==> src/rtl/apb_cmd_master.sv <==
// apb_cmd_master: buffers read/write commands and runs each one as a zero-wait APB SETUP/ACCESS transfer
// Ports: clk, reset (async active-low); cmd_valid/cmd_ready/cmd_write/cmd_addr/cmd_wdata command input;
//        rsp_valid/rsp_rdata one-cycle read response; fifo_count/busy status;
//        addr/w_data/r_data/selx/enable/write/read drive and sample the APB_int bus.
module apb_cmd_master #(
    parameter int DEPTH  = 4,
    parameter int ADDR_W = 32
) (
    input  logic                       clk,
    input  logic                       reset,
    input  logic                       cmd_valid,
    output logic                       cmd_ready,
    input  logic                       cmd_write,
    input  logic [ADDR_W-1:0]          cmd_addr,
    input  logic [7:0]                 cmd_wdata,
    output logic                       rsp_valid,
    output logic [7:0]                 rsp_rdata,
    output logic [$clog2(DEPTH+1)-1:0] fifo_count,
    output logic                       busy,
    output logic [ADDR_W-1:0]          addr,
    output logic [7:0]                 w_data,
    input  logic [7:0]                 r_data,
    output logic                       selx,
    output logic                       enable,
    output logic                       write,
    output logic                       read
);
    localparam int PW = $clog2(DEPTH);
    localparam int CW = $clog2(DEPTH + 1);
    typedef enum logic [1:0] {IDLE, SETUP, ACCESS} state_t;
    state_t state, state_nx;
    logic [ADDR_W-1:0] mem_addr [DEPTH];
    logic [7:0] mem_wdata [DEPTH];
    logic mem_write [DEPTH];
    logic [PW-1:0] wp, rp;
    logic push, pop;
    // No push-through on full: ready comes only from the registered count.
    assign cmd_ready = fifo_count < CW'(DEPTH);
    assign push = cmd_valid && cmd_ready;
    assign busy = (state != IDLE) || (fifo_count != '0);
    always_comb begin
        state_nx = (state == SETUP) ? ACCESS : ((fifo_count != '0) ? SETUP : IDLE);
        pop = (state_nx == SETUP);
    end
    always_ff @(posedge clk) begin
        if (push) begin
            mem_addr[wp] <= cmd_addr;
            mem_wdata[wp] <= cmd_wdata;
            mem_write[wp] <= cmd_write;
        end
    end
    always_ff @(posedge clk or negedge reset) begin
        if (!reset) begin
            state <= IDLE;
            wp <= '0;
            rp <= '0;
            fifo_count <= '0;
            selx <= 1'b0;
            enable <= 1'b0;
            write <= 1'b0;
            read <= 1'b0;
            addr <= '0;
            w_data <= '0;
            rsp_valid <= 1'b0;
            rsp_rdata <= '0;
        end else begin
            state <= state_nx;
            if (push) wp <= wp + PW'(1);
            if (pop) rp <= rp + PW'(1);
            fifo_count <= fifo_count + CW'(push) - CW'(pop);
            // Bus outputs are registered from the next state, so they are valid for the whole phase.
            if (state_nx == SETUP) begin
                selx <= 1'b1;
                enable <= 1'b0;
                addr <= mem_addr[rp];
                w_data <= mem_write[rp] ? mem_wdata[rp] : 8'h00;
                write <= mem_write[rp];
                read <= !mem_write[rp];
            end else if (state_nx == ACCESS) begin
                enable <= 1'b1;
            end else begin
                selx <= 1'b0;
                enable <= 1'b0;
                write <= 1'b0;
                read <= 1'b0;
            end
            rsp_valid <= (state == ACCESS) && read;
            if ((state == ACCESS) && read) rsp_rdata <= r_data;
        end
    end
endmodule

==> config.mk <==
export PLATFORM = sky130hd
export DESIGN_NAME = apb_cmd_master
export DESIGN_NICKNAME = d
export VERILOG_FILES = /design/src/rtl/apb_cmd_master.sv
export SDC_FILE = /design/constraint.sdc
export NUM_CORES = 1
export LEC_CHECK = 0
export ABC_AREA = 1
export CAP_MARGIN = 10
export CORE_ASPECT_RATIO = 0.75
export CORE_MARGIN = 2
export CORE_UTILIZATION = 45
export DETAILED_ROUTE_END_ITERATION = 12
export PLACE_DENSITY_LB_ADDON = 0.1
export SETUP_SLACK_MARGIN = 0.05
export SKIP_CTS_REPAIR_TIMING = 1
export SLEW_MARGIN = 0
export SYNTH_ARGS = -nofsm -noshare
export SYNTH_HDL_FRONTEND = slang
export SYNTH_SLANG_ARGS = --single-unit
==> constraint.sdc <==
create_clock -name clk -period 3.45 [get_ports clk]
set_clock_uncertainty 0.2 [all_clocks]
set_input_delay 0.69 -clock clk [delete_from_list [all_inputs] [get_ports clk]]
set_output_delay 0.69 -clock clk [all_outputs]
set_load 0.05 [all_outputs]
==> impl_results.md <==
- Dominant cells by area after synthesis: edfxtp_1, dfrtp_1, nand2_1
- Worst R2R Setup Slack: 0.83 ns
- Reg2Reg Launch Point: enable$_DFF_PN0_
- Comb pwr share: 41.8%
- Critical path's most frequent cell: nand2_1
- Clk sink count: 225
- Fin crit share: 86.9%
- Worst EP required: 2.56 ns
- Pleak: between 4 and 5 nW
- Clock period minus worst slack: 3.00 ns
- Asr flop ratio synth: 27.1%
- Placement Setup Slack: 0.676 ns
- Tot Pwr: 0.0104 W
- H-tree depth: 1
- Hpwl dp: around 10 mm
- CP Buf/Inv Count: 2
- Internal power: 0.00616 W
- N_diodes: 0
- R2R cell count: 6
- Worst-Margin Slew: 0.933 ns
- Total net switching power: roughly 0.0042 W
- Sequential power share: 36.7%
- Post-synth EDFFs: around 160
- Grt total ovfl: 0
- Top cells by count, synth: nand2_1, edfxtp_1, nor2_1
- Via count: around 5700
- Gpl congestion: 0.732
- Core area: 19300 sq um
- Top FF cell, synth: edfxtp_1
- Final WS setup: 0.453 ns
- Switching share of power: around two fifths
- Fin. Hold Viols: 0
- Syn nets: ~840
- Residual DRC: 0
- Sequential-to-total area share from yosys stat: 72.8%
- Remaining antenna violation count: 0
- Die H: 125 microns
- CTS tree: built
- Clock share of power: 21.5%
- Later-pin clock latency in the skew report: 0.49 ns
- Count leader, synth: nand2_1
- Final core utilization: 56.3%
- Clk buf depth: 3
- Worst Path Max Fanout: 4
- CP max-delay cell: clkdlybuf4s50_1
- Fmax: 0.334 GHz
- Synth unique cells: 25
- DRT Wirelength: 18.4 mm
- Worst Hold Class: input pin to asynchronous set/reset pin
- CTS Buf Count: 23
- Synthesized flop and latch total: 225
- GR Util All Layers: 18.0%
- Die area: between 20000 and 25000 sq um
- Syn. warnings: 0
- Max-cap viol count: 0
- Die width: 166 microns
- CP Class: register to primary output
- Area growth, synth to finish: 22.8%
- Clock root cell: clkbuf_16
- CP top delay family: buffers and inverters
- Synthesized area: 8860 sq um
- Initial DRC Count: 295
- Final Max Tran Viols: 0
- First-pass GRT wire length: about 30 mm
- Initial antenna violation count: 2
- Synth area leader: edfxtp_1
- Buffers on Ports: ~110
- Share of the synthesized area in the top cell type: 55.6%
- Mean Syn Cell Area: 11.4 sq um
- WL/cell: ~16 microns
- RSZ-0062 raised after global routing: false
- Detailed Routing Iterations Pass 1: 4
- Layout cells sized above 1: 6.08%
- Largest net degree at the start of global routing: 84
- # nets final: 946
- Critical path startpoint category: register
- # rows: 44
- Worst R2R End: fifo_count[2]$_DFF_PN0_
- Vias in the first global route: between 5000 and 6000
- Vias per inst: 4.93
- Critical Path End Type: primary output
- Run status: finished, final reports clean
- # IOs: 110
- Setup TNS: 0 ns
- Worst rel slew slack: 37.7%
- Crit path largest cell delay: 0.80 ns
- Crit-path cells: nor2_1 > nand2_1 > inv_1 > nand2_1 > clkdlybuf4s50_1
- Starting Density: 45.8%
- Worst vdd rail ir drop: 571 uV
- Critical path arrival: 2.11 ns
- Worst-path clk slew: around 0.06 ns
- Mapped Cells: 779
- Pwr Density: 954 nW/um^2
- Final setup vio count: 0
metrics by stage:
stage          std cells  hold slack [ns]  cell area (sq um)
2_1_floorplan        779            0.194               8860
3_3_place_gp        1116            0.262              10200
3_5_place_dp        1116            0.265              10200
4_1_cts             1157            0.134              10900
5_1_grt             1157            0.180              10900
6_report            1157            0.103              10900
sequential cells by signal, summed over array words and instances (netlist names), 2 cells and up:
signal,flops
addr,32
fifo_count,3
mem_addr,128
mem_wdata,32
mem_write,4
rp,2
rsp_rdata,8
w_data,8
wp,2
power by group through the flow:
stage | registers [W] | logic, W | clock network, W
2_1_floorplan | 0.00494 | 0.00197 | 0
3_3_place_gp | 0.00384 | 0.00433 | 0
3_5_place_dp | 0.00387 | 0.00439 | 0
4_1_cts | 0.00382 | 0.00441 | 0.00228
5_1_grt | 0.00388 | 0.00477 | 0.00241
6_report | 0.00381 | 0.00434 | 0.00223
how the worst max path moves through the flow:
stage	from	end	slack [ns]	cells past startpoint
after floorplan	fifo_count[2]$_DFF_PN0_	mem_addr[0][0]$_DFFE_PP_	-0.07	3
after global placement	cmd_valid	fifo_count[2]$_DFF_PN0_	0.70	9
after detailed placement	cmd_valid	fifo_count[2]$_DFF_PN0_	0.68	9
after CTS	fifo_count[1]$_DFF_PN0_	busy	0.42	5
after global routing	fifo_count[1]$_DFF_PN0_	busy	0.35	5
final	fifo_count[1]$_DFF_PN0_	busy	0.45	5
logic make-up (layout without fill, tap and decap cells):
logic type | Yosys count | count (layout) | share of synthesized area [%]
compound gates | 69 | 69 | 4.03
flops | 225 | 225 | 72.8
fa+ha+maj | 6 | 6 | 0.932
simple gates | 392 | 392 | 17.3
xor+xnor | 4 | 4 | 0.396
buf+inv | 83 | 208 | 4.46
final cells by class:
type | instances | area [sq um]
Fill cell | 1638 | 8450
Multi-Input combinational cell | 471 | 2040
Clock inverter | 8 | 38.8
Inverter | 48 | 180
Clock buffer | 33 | 633
Timing Repair Buffer | 119 | 1210
Tap cell | 253 | 317
Sequential cell | 225 | 6460
routing by layer:
metal / global-route usage [%] / up-vias / part of all wire, %
li1: - / 2766 / -
met1: 25.3 / 2787 / 47
met2: 29.4 / 121 / 46
met3: 3.70 / 28 / 4.7
met4: 3.32 / 2 / 1.6
met5: 0 / - / 0.054
worst reg2reg max path, stage by stage (launching register included):
cell,delay (ns)
dfrtp_1,0.47
o21ai_4,0.56
buf_4,0.45
a21oi_1,0.12
fa_1,0.41
xnor2_1,0.18
xor2_1,0.15
placed cells by master, fill, tap and decap left out:
cell	count
inv_2	3
clkdlybuf4s50_1	108
buf_4	7
clkinv_1	4
clkbuf_16	23
dfrtp_2	1
nor2_1	134
nand3_2	1
dfrtp_4	1
clkinvlp_4	1
edfxtp_1	164
dfrtp_1	59
buf_12	4
o21ai_0	47
ha_1	5
nor2_8	1
nand3_1	25
o21ai_1	19
o21ai_4	1
xor2_1	3
a21oi_1	2
clkbuf_1	8
xnor2_1	1
clkinv_2	4
nand2_1	225
inv_1	44
fa_1	1
nor2_4	5
nand2_2	1
clkbuf_8	2
No activity file was read; power rests on OpenSTA's default activity.
